## config.mk

```make
export PLATFORM = sky130hd
export DESIGN_NAME = m2_nonce_ctrl
export DESIGN_NICKNAME = d
export VERILOG_FILES = /design/src/rtl/m2_nonce_ctrl.sv
export SDC_FILE = /design/constraint.sdc
export NUM_CORES = 1
export LEC_CHECK = 0
export CORE_ASPECT_RATIO = 1.5
export CORE_MARGIN = 2
export CORE_UTILIZATION = 50
export DETAILED_ROUTE_END_ITERATION = 10
export GPL_TIMING_DRIVEN = 0
export PLACE_DENSITY = 0.76
export SYNTH_ARGS = -nofsm -noshare
export SYNTH_HDL_FRONTEND = slang
export SYNTH_SLANG_ARGS = --single-unit
```

## constraint.sdc

```tcl
create_clock -name clk_h -period 12.3 [get_ports clk_h]
set_input_delay 1.845 -clock clk_h [delete_from_list [all_inputs] [get_ports clk_h]]
set_output_delay 1.845 -clock clk_h [all_outputs]
set_load 0.005 [all_outputs]
```

## src/rtl/m2_nonce_ctrl.sv

```systemverilog
// Nonce sequencer for the m2 SHA-256 stage: issues nonces at a fixed round period,
// pairs returned final hash words with their nonces, and queues hits for the host.
//
// state | meaning
// IDLE  | waiting for start
// LOAD  | latch nonce range
// ISSUE | write nonce into header RAM (stalls while in-flight queue is full)
// GO    | launch pulse, push nonce in flight, arm round timer
// WAIT  | round timer running
// DRAIN | last nonce issued, waiting for outstanding results
// DONE  | run complete
module m2_nonce_ctrl #(
  parameter int unsigned ROUND_CYCLES   = 66,
  parameter int unsigned INFLIGHT_DEPTH = 4,
  parameter int unsigned FOUND_DEPTH    = 4
) (
  input  logic        clk_h,
  input  logic        host_break,
  input  logic        start,
  input  logic        start_stop,
  input  logic [31:0] nonce_start,
  input  logic [31:0] nonce_end,
  input  logic [31:0] target,
  input  logic        hash_valid,
  input  logic [31:0] hash_h7,
  input  logic        found_ready,
  output logic        nonce_wr,
  output logic [31:0] nonce_out,
  output logic        go_m2,
  output logic        found_valid,
  output logic [31:0] found_nonce,
  output logic        found_overflow,
  output logic        err_unexpected,
  output logic [31:0] hashes_cnt,
  output logic        busy,
  output logic        done
);

  localparam int TW  = $clog2(ROUND_CYCLES);
  localparam int IAW = $clog2(INFLIGHT_DEPTH);
  localparam int FAW = $clog2(FOUND_DEPTH);
  localparam logic [TW-1:0] TIMER_INIT = TW'(ROUND_CYCLES - 3);

  typedef enum logic [2:0] {
    S_IDLE, S_LOAD, S_ISSUE, S_GO, S_WAIT, S_DRAIN, S_DONE
  } state_t;

  state_t          state_q, state_d;
  logic [31:0]     nonce_cur_q, nonce_cur_d;
  logic [31:0]     end_q, end_d;
  logic [TW-1:0]   timer_q, timer_d;
  logic            load_entry;

  logic [31:0]     if_mem [INFLIGHT_DEPTH];
  logic [IAW-1:0]  if_wr_q, if_rd_q;
  logic [IAW:0]    if_cnt_q;
  logic            if_full, if_empty, if_push, if_pop, if_flush;

  logic            hit_q;
  logic [31:0]     hit_nonce_q;

  logic [31:0]     f_mem [FOUND_DEPTH];
  logic [FAW-1:0]  f_wr_q, f_rd_q;
  logic [FAW:0]    f_cnt_q;
  logic            f_full, f_push, f_pop;

  logic            ovf_q, err_q;
  logic [31:0]     hcnt_q;

  assign if_full  = (if_cnt_q == (IAW+1)'(INFLIGHT_DEPTH));
  assign if_empty = (if_cnt_q == '0);
  assign if_flush = !start_stop;
  assign if_push  = (state_q == S_GO);
  assign if_pop   = hash_valid && (state_q != S_IDLE) && !if_empty;

  assign f_full   = (f_cnt_q == (FAW+1)'(FOUND_DEPTH));
  assign f_pop    = found_valid && found_ready;
  // A full FIFO still accepts a hit when the host pops in the same cycle.
  assign f_push   = hit_q && (!f_full || f_pop);

  assign nonce_out      = nonce_cur_q;
  assign found_valid    = (f_cnt_q != '0);
  assign found_nonce    = f_mem[f_rd_q];
  assign found_overflow = ovf_q;
  assign err_unexpected = err_q;
  assign hashes_cnt     = hcnt_q;
  assign busy           = (state_q != S_IDLE) && (state_q != S_DONE);
  assign done           = (state_q == S_DONE);

  always_comb begin
    state_d     = state_q;
    nonce_cur_d = nonce_cur_q;
    end_d       = end_q;
    timer_d     = timer_q;
    nonce_wr    = 1'b0;
    go_m2       = 1'b0;
    load_entry  = 1'b0;
    case (state_q)
      S_IDLE, S_DONE: if (start) begin
        state_d    = S_LOAD;
        load_entry = 1'b1;
      end
      S_LOAD: begin
        nonce_cur_d = nonce_start;
        end_d       = nonce_end;
        state_d     = S_ISSUE;
      end
      S_ISSUE: if (!if_full) begin
        nonce_wr = 1'b1;
        state_d  = S_GO;
      end
      S_GO: begin
        go_m2   = 1'b1;
        timer_d = TIMER_INIT;
        state_d = S_WAIT;
      end
      S_WAIT: begin
        if (timer_q == '0) begin
          if (nonce_cur_q == end_q) begin
            state_d = S_DRAIN;
          end else begin
            nonce_cur_d = nonce_cur_q + 32'd1;
            state_d     = S_ISSUE;
          end
        end else begin
          timer_d = timer_q - TW'(1);
        end
      end
      S_DRAIN: if (if_empty && !hash_valid) state_d = S_DONE;
      default: state_d = S_IDLE;
    endcase
    if (!start_stop) begin
      state_d    = S_IDLE;
      load_entry = 1'b0;
    end
  end

  always_ff @(posedge clk_h or posedge host_break) begin
    if (host_break) begin
      state_q     <= S_IDLE;
      nonce_cur_q <= '0;
      end_q       <= '0;
      timer_q     <= '0;
    end else begin
      state_q     <= state_d;
      nonce_cur_q <= nonce_cur_d;
      end_q       <= end_d;
      timer_q     <= timer_d;
    end
  end

  always_ff @(posedge clk_h or posedge host_break) begin
    if (host_break) begin
      for (int i = 0; i < INFLIGHT_DEPTH; i++) if_mem[i] <= '0;
      if_wr_q     <= '0;
      if_rd_q     <= '0;
      if_cnt_q    <= '0;
      hit_q       <= 1'b0;
      hit_nonce_q <= '0;
    end else begin
      hit_q       <= if_pop && (hash_h7 <= target);
      hit_nonce_q <= if_mem[if_rd_q];
      if (if_flush) begin
        if_wr_q  <= '0;
        if_rd_q  <= '0;
        if_cnt_q <= '0;
      end else begin
        if (if_push) begin
          if_mem[if_wr_q] <= nonce_cur_q;
          if_wr_q         <= if_wr_q + IAW'(1);
        end
        if (if_pop) if_rd_q <= if_rd_q + IAW'(1);
        case ({if_push, if_pop})
          2'b10:   if_cnt_q <= if_cnt_q + (IAW+1)'(1);
          2'b01:   if_cnt_q <= if_cnt_q - (IAW+1)'(1);
          default: if_cnt_q <= if_cnt_q;
        endcase
      end
    end
  end

  always_ff @(posedge clk_h or posedge host_break) begin
    if (host_break) begin
      for (int i = 0; i < FOUND_DEPTH; i++) f_mem[i] <= '0;
      f_wr_q  <= '0;
      f_rd_q  <= '0;
      f_cnt_q <= '0;
      ovf_q   <= 1'b0;
      err_q   <= 1'b0;
      hcnt_q  <= '0;
    end else begin
      if (f_push) begin
        f_mem[f_wr_q] <= hit_nonce_q;
        f_wr_q        <= f_wr_q + FAW'(1);
      end
      if (f_pop) f_rd_q <= f_rd_q + FAW'(1);
      case ({f_push, f_pop})
        2'b10:   f_cnt_q <= f_cnt_q + (FAW+1)'(1);
        2'b01:   f_cnt_q <= f_cnt_q - (FAW+1)'(1);
        default: f_cnt_q <= f_cnt_q;
      endcase
      if (load_entry) begin
        ovf_q  <= 1'b0;
        err_q  <= 1'b0;
        hcnt_q <= '0;
      end else begin
        if (hit_q && f_full && !f_pop) ovf_q <= 1'b1;
        if (hash_valid && (state_q != S_IDLE) && if_empty) err_q <= 1'b1;
        if (if_pop) hcnt_q <= hcnt_q + 32'd1;
      end
    end
  end

endmodule

```

==> impl_metrics.env <==
export IMPL_fin_area_sq_um=23900
export IMPL_hp_class="reg2reg"
export IMPL_reg2reg_slack_ps=9260
export IMPL_clock_path_buffers=3
export IMPL_die_h_um=245
export IMPL_maxCapViolCount=0
export IMPL_worst_slew_pin_slew_ps=997
export IMPL_cpPeakStageDelay_ps=640
export IMPL_synth_top_area_share_pct=53.1
export IMPL_io_buffers=235
export IMPL_grt_pass1_wl_um=75500
export IMPL_postCtsResizedCells=0
export IMPL_cts_setup_buffers=0
export IMPL_start_util_pct=50.5
export IMPL_die_w_um=165
export IMPL_path_clk_slew_ps=70
export IMPL_cts_hold_buf=0
export IMPL_regArea_sq_um=10300
export IMPL_viasPerCell=5.64
export IMPL_grtUsageTotal_pct=24.1
export IMPL_dp_hpwl_um=34600
export IMPL_fin_nets=1944
export IMPL_synth_top_cells_by_count="dfrtp_1, mux2_2, nor2_1, nand2_1, mux4_2"
export IMPL_syn_avg_cell_area_sq_um=13.1
export IMPL_gr_total_overflow=0
export IMPL_crit_end="found_nonce[27]"
export IMPL_antenna_found_initial=0
export IMPL_final_min_clock_period_ps=4900
export IMPL_syn_nets=1658
export IMPL_first_global_vias=14000
export IMPL_yosys_warnings=0
export IMPL_critPathMaxFanout=10
export IMPL_power_density_nw_per_um2=160
export IMPL_io_pins=237
export IMPL_setup_tns_ps=0
export IMPL_synth_distinct_cells=65
export IMPL_areaGrowthSynthToFinish_pct=23.3
export IMPL_drt_pass1_iterations=5
export IMPL_synthCells=1477
export IMPL_vias=12900
export IMPL_ys_top_cells_by_area="dfrtp_1, mux2_2, mux4_2"
export IMPL_worst_setup_path_type="reg2out"
export IMPL_ir_drop_v=0.000136
export IMPL_place_gp_congestion=0.909
export IMPL_n_fill_cell=2903
export IMPL_setup_violations=0
export IMPL_synth_edff_count=0
export IMPL_fmax_mhz=204
export IMPL_async_reset_ff_share_pct=100
export IMPL_slew_headroom_pct=33.0
export IMPL_cts_inserted_buffers=39
export IMPL_synth_seq_cells=411
export IMPL_dieArea_sq_um=40300
export IMPL_rsz0062_at_grt="false"
export IMPL_root_buffer="clkbuf_16"
export IMPL_drt_iter0_markers=553
export IMPL_cp_required_ps=10450
export IMPL_dpl_cell_area_sq_um=22500
export IMPL_h_tree_depth=2
export IMPL_reg2reg_from="nonce_out[26]"
export IMPL_coreArea_sq_um=38300
export IMPL_synthFlopType="dfrtp_1"
export IMPL_r2r_end="nonce_out[5]"
export IMPL_synth_top_area_cell="dfrtp_1"
export IMPL_synthesis_area_sq_um=19400
export IMPL_clk_latency_ps=550
export IMPL_fin_skew_ps=15.9
export IMPL_antenna_cells=0
export IMPL_reg2reg_depth=7
export IMPL_cp_startpoint="f_rd_q[0]"
export IMPL_outcome="completed"
export IMPL_routedWlPerCell_um=20.5
export IMPL_multi_input_area_sq_um=8400
export IMPL_grt_max_degree=47
export IMPL_layout_drive_gt1_share_pct=27.3
export IMPL_postRouteWirelength_um=46800
export IMPL_leakagePower_uw=0.0111
export IMPL_cts_num_sinks=411
export IMPL_cp_data_arrival_time_ps=3050
export IMPL_min_period_over_period_pct=39.8
export IMPL_drv_slew=0
export IMPL_cts_tree="yes"
export IMPL_path_cells="clkbuf_1, buf_1, mux4_2, clkdlybuf4s50_1"
export IMPL_hold_violations=0
export IMPL_yosysMostFrequentCell="dfrtp_1"
export IMPL_num_rows=88
export IMPL_end_kind="primary output"
export IMPL_cp_start_kind="flip-flop"
export IMPL_cp_slowest_cell="buf_1"
export IMPL_ant_nets=0
export IMPL_synth_seq_area_share_pct=53.1
export IMPL_drc=0
area by class of cell:
type / instances / share of cell area, %
flip-flops and latches: 411 / 43.1
multi-input cells: 922 / 35.2
repair buffers: 245 / 10.7
clock buffers: 57 / 4.89
well taps: 495 / 2.60
plain buffers: 94 / 2.02
inverters: 50 / 0.802
clock inverters: 12 / 0.713
sequential cells by signal (all words and copies together), names as in the netlist:
signal	cells
f_mem	128
if_mem	128
end_q	32
hashes_cnt	32
hit_nonce_q	32
nonce_out	32
timer_q	7
f_cnt_q	3
if_cnt_q	3
state_q	3
f_rd_q	2
f_wr_q	2
if_rd_q	2
if_wr_q	2
err_unexpected	1
found_overflow	1
hit_q	1
metrics by stage:
stage | std cells | worst slack [ps] | util [%] | hold WS (ps) | power (uW)
2_1_floorplan | 1477 | 4920 | - | 445 | 2210
3_3_place_gp | 2207 | 2550 | 58.3 | 457 | 2530
3_5_place_dp | 2217 | 7820 | 58.8 | 469 | 2570
4_1_cts | 2286 | 7310 | 62.3 | 483 | 3840
5_1_grt | 2286 | 7180 | 62.3 | 504 | 3990
6_report | 2286 | 7400 | 62.3 | 482 | 3810
placed cells by master, fill, tap and decap left out, drive strengths merged, types with 11 or more instances in the layout:
master and count:
dfrtp 411, mux2 280, clkdlybuf4s50 235, clkbuf 96
nor2 77, nand2 70, buf 65, mux4 64
a21oi 60, inv 50, xnor2 45, ha 45
o21ai 37, nand4 31, xor2 28, nand3 28
and3 18, nor3 15, and2 13, nor2b 11
a31oi 11
where the power goes:
group / total, uW / switching, uW / internal, uW
combinational: 823 / 399 / 424
clock: 1260 / 516 / 743
sequential: 1730 / 177 / 1550
total: 3810 / 1090 / 2720
worst min-delay path by stage:
stage | startpoint | end | slack (ps) | depth (start not counted)
after global routing | f_mem[40] | f_mem[40] | 500 | 1
after global placement | if_mem[111] | if_mem[111] | 460 | 2
after CTS | if_mem[48] | if_mem[48] | 480 | 2
after detailed placement | if_mem[48] | if_mem[48] | 470 | 2
final | if_mem[48] | if_mem[48] | 480 | 2
after floorplan | if_mem[47] | if_mem[47] | 440 | 2
per-layer routing:
metal	share of wire [%]	wire length (um)	track usage, %
met5	0	0	0
met4	4.6	2160	10.5
met1	38	18000	29.0
met2	52	24600	42.5
met3	4.5	2120	3.82
worst max-delay path, delay by kind of cell (launching register included):
kind	cells	cell delay, ps
buffers and inverters	3	1590
DFF	1	320
muxes	1	600
cells by family after synthesis:
group / Yosys count / synth area share, %
buf+inv: 144 / 3.46
mux: 348 / 23.9
fa+ha+maj: 47 / 3.12
simple gates: 292 / 7.86
flops: 411 / 53.1
xor+xnor: 73 / 3.30
compound gates: 162 / 5.17
Power figures use the tool's default switching activity.
